**src/rtl/alu_cmd_responder.sv**
```systemverilog
// alu_cmd_responder
// Answers one 8-bit ALU command at a time over valid/ready channels.
// A command (op1, op2, one-hot select) is latched in IDLE. Single-cycle ops
// and illegal selects resolve in one EXEC cycle. MUL runs as 8 shift-add steps.
// The result is then held in RESP until the consumer takes it.
//
// Ports
//   clk        system clock, rising edge
//   rst        synchronous active-high reset
//   req_valid  command present            req_ready  block can accept a command
//   op1, op2   operands (8 bit)           select     one-hot opcode (8 bit)
//   rsp_valid  result present             rsp_ready  consumer accepts result
//   res        result (8 bit)             carry      carry / borrow / overflow
//   err        illegal select flag
module alu_cmd_responder (
  input  logic       clk,
  input  logic       rst,
  input  logic       req_valid,
  output logic       req_ready,
  input  logic [7:0] op1,
  input  logic [7:0] op2,
  input  logic [7:0] select,
  output logic       rsp_valid,
  input  logic       rsp_ready,
  output logic [7:0] res,
  output logic       carry,
  output logic       err
);

  typedef enum logic [1:0] {IDLE, EXEC, RESP} state_t;

  state_t      state, state_next;
  logic [7:0]  op1_p0, op2_p0, sel_p0;
  logic [2:0]  cnt;
  logic [15:0] acc, acc_step;
  logic        is_mul;
  logic [9:0]  single_p0;

  // Returns {err, carry, res} for every opcode except MUL.
  // A zero or multi-hot select yields err=1 with res/carry cleared.
  function automatic logic [9:0] alu_single(input logic [7:0] a,
                                            input logic [7:0] b,
                                            input logic [7:0] s);
    logic [8:0] sum;
    logic [9:0] r;
    r   = 10'h200;
    sum = 9'd0;
    if ((s != 8'd0) && ((s & (s - 8'd1)) == 8'd0)) begin
      r = 10'd0;
      case (s)
        8'h01: r[7:0] = a;
        8'h02: begin
          sum    = {1'b0, a} + {1'b0, b};
          r[8:0] = sum;
        end
        8'h04: begin
          // Bit 8 of the 9-bit difference is the borrow (a < b).
          sum    = {1'b0, a} - {1'b0, b};
          r[8:0] = sum;
        end
        8'h08:   r[7:0] = a & b;
        8'h10:   r[7:0] = a | b;
        8'h20:   r[7:0] = a ^ b;
        8'h40:   r[7:0] = ~a;
        default: r = 10'd0;
      endcase
    end
    return r;
  endfunction

  assign req_ready = (state == IDLE) && !rst;
  assign rsp_valid = (state == RESP);

  assign is_mul    = (sel_p0 == 8'h80);
  assign single_p0 = alu_single(op1_p0, op2_p0, sel_p0);
  // One shift-add step: add op1 << cnt when op2 bit[cnt] is set.
  assign acc_step  = acc + (op2_p0[cnt] ? ({8'h00, op1_p0} << cnt) : 16'h0000);

  always_ff @(posedge clk) begin
    if (rst) state <= IDLE;
    else     state <= state_next;
  end

  always_comb begin
    state_next = state;
    case (state)
      IDLE: if (req_valid) state_next = EXEC;
      EXEC: if (!is_mul || (cnt == 3'd7)) state_next = RESP;
      RESP: if (rsp_ready) state_next = IDLE;
      default: state_next = IDLE;
    endcase
  end

  // Command latch (p0) and result registers
  always_ff @(posedge clk) begin
    if (rst) begin
      cnt   <= 3'd0;
      acc   <= 16'd0;
      res   <= 8'd0;
      carry <= 1'b0;
      err   <= 1'b0;
    end else begin
      case (state)
        IDLE: if (req_valid) begin
          op1_p0 <= op1;
          op2_p0 <= op2;
          sel_p0 <= select;
          cnt    <= 3'd0;
          acc    <= 16'd0;
        end
        EXEC: if (is_mul) begin
          acc <= acc_step;
          if (cnt == 3'd7) begin
            res   <= acc_step[7:0];
            carry <= |acc_step[15:8];
            err   <= 1'b0;
          end else begin
            cnt <= cnt + 3'd1;
          end
        end else begin
          {err, carry, res} <= single_p0;
        end
        default: ;
      endcase
    end
  end

endmodule

```
**config.mk**
```make
export PLATFORM = sky130hd
export DESIGN_NAME = alu_cmd_responder
export DESIGN_NICKNAME = d
export VERILOG_FILES = /design/src/rtl/alu_cmd_responder.sv
export SDC_FILE = /design/constraint.sdc
export NUM_CORES = 1
export LEC_CHECK = 0
export ABC_CLOCK_PERIOD_IN_PS = 10900
export BUFFER_PORTS_ARGS = -buffer_cell sky130_fd_sc_hd__buf_2
export CAP_MARGIN = 20
export CORE_ASPECT_RATIO = 0.75
export CORE_MARGIN = 5
export CORE_UTILIZATION = 65
export CTS_CLUSTER_DIAMETER = 30
export DETAILED_ROUTE_END_ITERATION = 16
export GPL_TIMING_DRIVEN = 1
export PLACE_DENSITY = 0.86
export SLEW_MARGIN = 15
export SYNTH_ARGS = -nofsm -noshare
export SYNTH_HDL_FRONTEND = slang
export SYNTH_SLANG_ARGS = --single-unit
```
**constraint.sdc**
```tcl
create_clock -name clk -period 10.9 [get_ports clk]
set_clock_uncertainty 0.05 [all_clocks]
set_input_delay 1.09 -clock clk [delete_from_list [all_inputs] [get_ports clk]]
set_output_delay 1.09 -clock clk [all_outputs]
set_load 0.01 [all_outputs]
```
* Word level (Yosys, flattened, before mapping)
Cells that the tools add are included.
** Word-level totals
- Flip-flop bits (word level) :: 55
- Input bits :: 28
- Output and inout port bits :: 12
- Word-level logic and storage cells :: 77
** Operators by class
- $add $sub $neg :: 5
- $lt $le $gt $ge :: 1
- Eq/ne operators :: 17
- Shifts and indexed selects :: 1
- Muxes and demuxes :: 23
- Bitwise operators :: 6
- Reductions and logical operators :: 15
** Operators with widths (number)
- $pmux 8 s7 :: 1
- $mux 16 :: 3
- $pmux 16 s2 :: 1
- $add 16x16->16 :: 1
- $and 8x8->8 :: 2
- $mux 8 :: 2
- $shl 8x3->16 :: 1
- $mux 10 :: 1
- $add 8x8->9 :: 1
- $mux 3 :: 3
- $reduce_and 3->1 :: 3
- $sub 8x8->9 :: 1
- $eq 8x1->1 const B :: 1
- $eq 8x2->1 const B :: 1
- $eq 8x3->1 const B :: 1
- $eq 8x4->1 const B :: 1
- $eq 8x5->1 const B :: 1
- $eq 8x6->1 const B :: 1
- $eq 8x7->1 const B :: 1
- $eq 8x8->1 const B :: 1
- $logic_not 8->1 :: 1
- $ne 2x2->1 const B :: 4
- $not 8->8 :: 1
- $or 8x8->8 :: 1
- 24 further kinds :: 33

* Logic depth before layout (Yosys ltp)
Gate-level depths: netlist of the first run.
- Depth in word-level cells :: 7
- Mapped depth :: 16
- Depth with buffers taken out :: 14

* Worst setup path after synthesis of the first run
OpenSTA, ideal clock, no wires.
- Path type :: register to register
- From :: register cnt[0]
- To :: register acc[15]
- Library setup time :: 0.128 ns
- Data arrival time :: 3.388 ns
- Required time :: 10.722 ns
- Path slack :: 7.335 ns
- Stages on the path, launching flop included :: 15
- Path buffers :: 2
- Clock period less this slack :: 3.565 ns
- Cells stage by stage :: dfxtp_1 > buf_2 > mux4_2 > nand2_1 > and2_1 > clkbuf_1 > a211oi_1 > ha_1 > o21ai_1 > nor3_2 > a211o_2 > o211a_1 > or3_1 > a32oi_1 > nor2_1
** Between the ends
- Cells in the longest elaborated chain, start to end :: 6
- Elaborated cells between the ends (all ways) :: 7
- Those cells by class :: add/sub: 1; shift: 1; mux: 5
** Ends and longest elaborated chain
- start, declared :: line 34 : logic [2:0] cnt;
- start signal, assigned :: line 118 : cnt <= cnt + 3'd1;
- $bmux 1 s3 :: line 77 : assign acc_step = acc + (op2_p0[cnt] ? ({8'h00, op1_p0} << cnt) : 16'h0000);
- $mux 1 (implied by the code) :: line 77
- $mux 16 (*) :: line 77
- $add 16x16->16 (*) :: line 77
- $mux 16 (*) :: line 111 : EXEC: if (is_mul) begin
- $pmux 16 s2 (*) :: line 103 : case (state)
- end signal, assigned :: line 112 : acc <= acc_step;
- end, declared :: line 35 : logic [15:0] acc, acc_step;
Mark *: on every way between the ends. The rest lies on a longest branch, timed or not. The select of a mux whose other input is x is not followed.
A chain may end at the register's enable or synchronous reset.

* Worst setup path after layout of the first run
Ends and elaborated chain as after synthesis.

==> metrics.cfg, run 1 <==
[logic_synthesis]
synth_edf_count = 24
synth.top_cell.area_share_pct = 16.4
yosys.area.top_type = edfxtp_1
syn_area_um2 = 4400
syn_nets = 595
yosys_warnings = 0
synth_cell_type_count = 71
ys.flop_type = dfxtp_1
seq_area_frac_synth_pct = 30.5
synth.avg_cell_area_um2 = 8.41
synthCells = 523
synthArstFlopShare_pct = 0
ys_ff_latch = 55
netlist_top_cells_area = edfxtp_1, dfxtp_1, ha_1

[die]
dieArea_um2 = 8530
die_x_um = 105
core-area_um2 = 6700
row_count = 26
fp.dieH_um = 81.2
initial_core_util_pct = 65.6
io_pins = 40

[power]
p_comb_share_pct = 14.9
netSwitchingFraction_pct = 30.3
p_int_w = 0.000296
switchingPower_w = 0.000128
p_seq_share_pct = 55.0
leakage_nw = 1.97
ir_drop_mv = 0.0864
pwr_density_cell_nw_per_um2 = 90.6
pwr-share-clk_pct = 30.1

[timing]
period_share_pct = 37.3
fmax_ghz = 0.246
layout_min_cycle_time_ns = 4.06
tns_ns = 0
setup_viol = 0
tightestPinTransition_ns = 0.916
slew_viol_final = 0
slew_headroom_pct = 38.9
hold_viol_final = 0
rsz0062_at_grt = no
whs_ns = 0.422

[cts]
cts_hold_buffers = 0
ctsHtreeMaxLevel = 2
cts_setup_buffers = 0
post_cts_resized = 0
path_clk_slew_ns = 0.11
insertion_delay_ns = 0.33
clockBufferDepth = 2
cts_buffers = 5
cts_root_buf = clkbuf_8
clock_sinks = 55
cts_tree = yes

[routing]
totalWireLength_um = 11900
dr.first_iter.drc_count = 467
drc_errors = 0
antenna_left = 0
first_pass_iters = 5
vias = 4258
wire_per_inst_um = 19.0
via_per_inst = 6.79

[grt]
grt_pass1_wl_um = 19800
grt_max_degree = 33
grt_usage_pct = 28.8
grt_pass1_vias = 4009
overflow = 0
antenna_found_initial = 0

[cells_and_area]
layout.nets = 614
area_delta_synth_final_pct = 6.48
fillerInstances = 528
layout-drive-gt1-share_pct = 12.2
antenna_cells = 0
post-route-cell-area_um2 = 4680
final-seq-area_um2 = 1340
multi_input_area_um2 = 2840

[critical_path]
crit_required_ns = 11.05
cp_num_buf_inv = 0
critical_path_depth = 12
cp-start-kind = flip-flop
r2r_start = cnt[0]
cp_top_family = compound AO/OA/AOI/OAI gates
rr_worst_depth = 12
path_cells = mux4_2, nand2_1, and2_1, a211oi_1, ha_1, o21ai_1, nor3_2, a211o_2, o211a_1, or3_1, a32oi_1, nor2_1
regToRegSetupSlack_ns = 6.84
crit_fanout = 21
cp-end-kind = flip-flop
cpMaxStageDelayCell = dfxtp_1
cp.arrival_ns = 4.22
max_stage_delay_ns = 0.79
path_class = flip-flop to flip-flop
r2r-end = acc[15]

[min_path]
holdCritPathClass = flip-flop to flip-flop
min-delay-start = acc[13]
min_path_cells = 2
hold_end = acc[13]

[place]
place_congestion = 0.986
port_buffers = 39
hpwl_um = 9140
dpl-instance-area_um2 = 4590

[run_status]
status = finished clean

[run]
maxCapViolCount = 0

[state kept, by name, summed over array words and instances, names as in the netlist, 2 cells and up]
| signal | count |
|---|---|
| acc | 16 |
| op1_p0 | 8 |
| op2_p0 | 8 |
| res | 8 |
| sel_p0 | 8 |
| cnt | 3 |
| state | 2 |
[power groups by stage]
stage	Sequential, W	Combinational (W)	Clock (W)
2_1_floorplan	0.000235	0.0000425	0
3_3_place_gp	0.000237	0.0000600	0
3_5_place_dp	0.000238	0.0000619	0
4_1_cts	0.000233	0.0000623	0.000129
5_1_grt	0.000234	0.0000700	0.000140
6_report	0.000233	0.0000633	0.000128
[how the worst max path moves through the flow]
stage | startpoint | endpoint | slack [ns]
after floorplan | cnt[0] | acc[15] | 7.33
after global placement | cnt[0] | acc[15] | 7.01
after detailed placement | cnt[0] | acc[15] | 6.89
after CTS | cnt[0] | acc[15] | 6.88
after global routing | cnt[0] | acc[15] | 6.42
final | cnt[0] | acc[15] | 6.84
[kinds of logic after synthesis]
| kind of cell | share of synthesized area, % |
|---|---|
| DFF | 30.5 |
| muxes | 2.62 |
| and+or+nand+nor | 22.0 |
| AOI/OAI and AO/OA | 25.1 |
| buffers and inverters | 5.03 |
| adders and majority gates | 13.0 |
| xor gates and xnor gates | 1.79 |
[cells in the final DEF (no fill, tap or decap), types with 5 or more instances in the layout]
cell type,instances
a211oi_1,7
a21o_1,8
a21oi_1,40
a221oi_1,7
a22oi_1,13
and3_1,5
buf_2,39
clkbuf_8,5
dfxtp_1,31
edfxtp_1,24
ha_1,41
inv_1,29
mux2i_1,7
nand2_1,33
nand3_1,10
nor2_1,76
nor2b_1,5
nor3_1,18
nor4_1,8
o21ai_0,25
o21ai_1,5
or3_1,5
xor2_1,5
[cell type report]
type                            instances  area share, %
Timing Repair Buffer                   39           4.17
Sequential cell                        55           28.6
Multi-Input combinational cell        412           60.6
Clock inverter                          3          0.614
Tap cell                               84           2.24
Clock buffer                            5           1.47
Inverter                               29           2.32
[worst min-delay path, cell delays in order, from the launching register on]
cell,delay (ns)
dfxtp_1,0.33
nand2_1,0.05
a21oi_1,0.05
[through the flow]
step,std cells,power (W),util (%),setup slack (ns)
final,627,0.000425,69.9,6.84
after floorplan,523,0.000277,-,7.33
after CTS,627,0.000424,69.9,6.88
after global placement,619,0.000297,68.4,7.01
after global routing,627,0.000445,69.9,6.42
after detailed placement,619,0.000300,68.4,6.89
[routing by layer]
layer  GRT usage (%)  share of wire (%)
met1            39.9                 44
met2            44.6                 42
met3            6.12                 11
met4            10.9                2.6
met5               0                  0
[Yosys cell counts, types with 3 or more instances]
library cell	count
a21o_1	8
nor3_1	18
o221ai_1	3
nor4_1	8
fa_1	3
buf_2	8
o2111ai_1	4
a21oi_1	40
a221oi_1	7
edfxtp_1	24
a2111oi_0	4
o211a_1	3
nand4b_1	4
a211oi_2	3
nand4_1	3
clkbuf_1	17
mux2i_1	7
inv_1	29
or3_1	5
o22ai_1	4
nand2_1	33
and4b_1	4
o21bai_1	4
xor2_1	5
o21ai_0	25
nand3_1	10
dfxtp_1	31
xnor2_1	4
o21a_1	3
ha_1	41
a31oi_1	3
o211ai_1	3
nor2_1	76
a211oi_1	7
nor2b_1	5
a22oi_1	13
o21ai_1	5
and3_1	5
Power figures use the tool's default switching activity.
==> run 2: changes to the inputs <==
--- a/config.mk
+++ b/config.mk
@@ -5,16 +5,17 @@
 export SDC_FILE = /design/constraint.sdc
 export NUM_CORES = 1
 export LEC_CHECK = 0
-export ABC_CLOCK_PERIOD_IN_PS = 10900
+export ABC_AREA = 1
+export ABC_CLOCK_PERIOD_IN_PS = 3950
 export BUFFER_PORTS_ARGS = -buffer_cell sky130_fd_sc_hd__buf_2
 export CAP_MARGIN = 20
 export CORE_ASPECT_RATIO = 0.75
 export CORE_MARGIN = 5
-export CORE_UTILIZATION = 65
+export CORE_UTILIZATION = 61
 export CTS_CLUSTER_DIAMETER = 30
 export DETAILED_ROUTE_END_ITERATION = 16
 export GPL_TIMING_DRIVEN = 1
-export PLACE_DENSITY = 0.86
+export PLACE_DENSITY = 0.81
 export SLEW_MARGIN = 15
 export SYNTH_ARGS = -nofsm -noshare
 export SYNTH_HDL_FRONTEND = slang
==> constraint.sdc (replaced) <==
create_clock -name clk -period 3.95 [get_ports clk]
set_clock_uncertainty 0.05 [all_clocks]
set_input_delay 0.395 -clock clk [delete_from_list [all_inputs] [get_ports clk]]
set_output_delay 0.395 -clock clk [all_outputs]
set_load 0.01 [all_outputs]
==> metrics.cfg, run 2 <==
[cells_and_area]
multi_input_area_um2 = 2790  ; -1.7%
layout-drive-gt1-share_pct = 8.94  ; -3.2 points
final_util_pct = 67.9  ; -2.0 points
largest-register = acc
layout_commonest_cell = nand2_1
antenna_cells = 0  ; unchanged
fillerInstances = 685  ; +30%
largest_reg_flops = 16  ; unchanged
area_delta_synth_final_pct = 8.05
final-seq-area_um2 = 1340  ; unchanged
mostFrequentLayoutCells = nand2_1, inv_1, nor2_1
layout.nets = 809  ; +32%

[routing]
drc_errors = 0  ; unchanged
first_pass_iters = 5  ; unchanged
antenna_left = 0  ; unchanged
vias = 4768  ; +12%
wire_per_inst_um = 15.6  ; -18%
totalWireLength_um = 13100  ; +9.8%
dr.first_iter.drc_count = 563  ; +21%
via_per_inst = 5.68  ; -16%

[cts]
insertion_delay_ns = 0.33  ; about the same
cts_root_buf = clkbuf_8
cts_hold_buffers = 0  ; unchanged
clock_sinks = 55  ; unchanged
path_clk_slew_ns = 0.12  ; about the same
cts_setup_buffers = 0  ; unchanged
cts_buffers = 5  ; unchanged
post_cts_resized = 0  ; unchanged
cts_tree = yes
ctsHtreeMaxLevel = 2  ; unchanged
clockBufferDepth = 2  ; unchanged

[grt]
grt_pass1_wl_um = 21600  ; +9.1%
grt_usage_pct = 28.0  ; -0.86 points
grt_pass1_vias = 4389  ; +9.5%
grt_max_degree = 26  ; -21%
antenna_found_initial = 0  ; unchanged
overflow = 0  ; unchanged

[run]
maxCapViolCount = 0  ; unchanged

[logic_synthesis]
syn_area_um2 = 4630  ; +5.3%
seq_area_frac_synth_pct = 29.0  ; -1.5 points
syn_nets = 777  ; +31%
synth.most_common_cell = nand2_1
synthCells = 705  ; +35%
synth_edf_count = 24  ; unchanged
yosys.area.top_type = nand2_1
synthTopCellsByCount = nand2_1, inv_1, nor2_1, a21oi_1, nand3_1
ys_ff_latch = 55  ; unchanged
synthArstFlopShare_pct = 0  ; unchanged
synth_cell_type_count = 42  ; -41%
netlist_top_cells_area = nand2_1, edfxtp_1, dfxtp_1
synth.top_cell.area_share_pct = 16.1  ; -0.25 points
ys.flop_type = dfxtp_1
synth.avg_cell_area_um2 = 6.57  ; -22%
yosys_warnings = 0  ; unchanged

[critical_path]
max_stage_delay_ns = 0.66  ; -0.13 ns
cpMostUsedCell = nand2_1
cp_num_buf_inv = 3  ; +3
cpMaxStageDelayCell = dfxtp_1
crit_path_start = cnt[1]
r2r_start = cnt[1]
cp.arrival_ns = 3.73  ; -0.49 ns
crit_fanout = 16  ; -24%
path_class = flip-flop to flip-flop
cp-end-kind = flip-flop
path_cells = clkinv_1, a21oi_1, o21ai_0, nand2_1, nand2_1, nand2_1, o21ai_0, inv_1, ha_1, nand2_1, inv_1, a21oi_1, nand2_1, nand2_1, nand3b_1, nand2_1, nand2_1, nor2_1, nand2_1, nand2_1, a21oi_1
cp-start-kind = flip-flop
cp_top_family = simple AND/OR/NAND/NOR gates
crit_required_ns = 4.12  ; -6.93 ns

[timing]
layout_min_cycle_time_ns = 3.56  ; -0.505 ns
period_share_pct = 90.1  ; +53 points
whs_ns = 0.178  ; -0.244 ns
fmax_ghz = 0.281  ; +14%
slew_viol_final = 0  ; unchanged
rsz0062_at_grt = no
tns_ns = 0  ; unchanged
setup_viol = 0  ; unchanged
slew_headroom_pct = 59.3  ; +20 points
tightestPinTransition_ns = 0.609  ; -0.307 ns
hold_viol_final = 0  ; unchanged

[power]
power_w = 0.00130  ; +210%
leakage_nw = 2.64  ; +34%
pwr_density_cell_nw_per_um2 = 259  ; +190%
ir_drop_mv = 0.189  ; +120%

[die]
dieArea_um2 = 9450  ; +11%
fp.dieH_um = 85.5  ; +5.2%
initial_core_util_pct = 62.9  ; -2.8 points
die_x_um = 111  ; +5.3%
core-area_um2 = 7360  ; +9.9%
io_pins = 40  ; unchanged
row_count = 27  ; +3.8%

[place]
hpwl_um = 10500  ; +14%
port_buffers = 39  ; unchanged
place_congestion = 1.05  ; +6.4%

[min_path]
min-delay-start = op1[4]
holdCritPathClass = input port to flip-flop

[run_status]
status = finished clean

==> run 2: cell types whose count changed in the layout (fill, tap and decap cells not counted), moves of 7 or more <==
cell / previous run / this run
inv_1: 29 / 109
nand2_1: 33 / 199
nor4_1: 8 / 1
nor2_1: 76 / 69
a22oi_1: 13 / 0
a21oi_1: 40 / 50
o21ai_0: 25 / 41
a21o_1: 8 / 0
a221oi_1: 7 / 0
nand3_1: 10 / 44
==> run 2: cells by family (layout without fill, tap and decap cells) <==
kind of cell	after synthesis	in the layout	share of synthesized area, %
simple gates	351	351	32.1
buf+inv	128	161	10.9
mux	1	1	0.216
flops	55	55	29.0
fa+ha+maj	44	44	12.4
xor+xnor	7	7	1.32
compound gates	119	119	14.2
==> run 2: per-stage QoR <==
step	instance area [µm²]	worst slack, ns	std cells
after floorplan	4630	1.39	705
after global placement	4880	0.620	831
after detailed placement	4880	0.518	831
after CTS	5000	0.485	839
after global routing	5000	0.0170	839
final	5000	0.390	839
==> run 2: worst register-to-register path: cells and delay by family (launching register included) <==
family,cells,cell delay [ns]
simple gates,12,1.23
compound gates,5,0.67
flops,1,0.66
buf+inv,3,0.55
fa+ha+maj,1,0.28
==> run 2: worst paths after layout <==
path	slack (ns)	endpoint	cells past startpoint
worst max register to register	0.39	carry	21
worst min-delay path	0.18	op1_p0[4]	1
worst max-delay path	0.39	carry	21
worst min register to register	0.43	acc[13]	2
==> run 2: final cells by class <==
class,instances,area share (%)
well taps,101,2.53
inverters,113,8.53
repair buffers,40,4.05
clock buffers,5,1.38
multi-input cells,522,55.7
flip-flops and latches,55,26.8
clock inverters,3,1.00
==> run 2: metal layers <==
layer  up-vias  wire length [µm]  GRT usage, %
li1       2350                 -             -
met1      2116              6130          41.4
met2       282              4990          39.6
met4         0               123          5.37
met3        20              1850          9.27
met5         -                 0             0
==> run 2: power breakdown <==
group | total (W) | switching, W | internal [W]
registers | 0.000647 | 0.0000242 | 0.000623
clock network | 0.000414 | 0.000217 | 0.000196
logic | 0.000238 | 0.000158 | 0.0000799
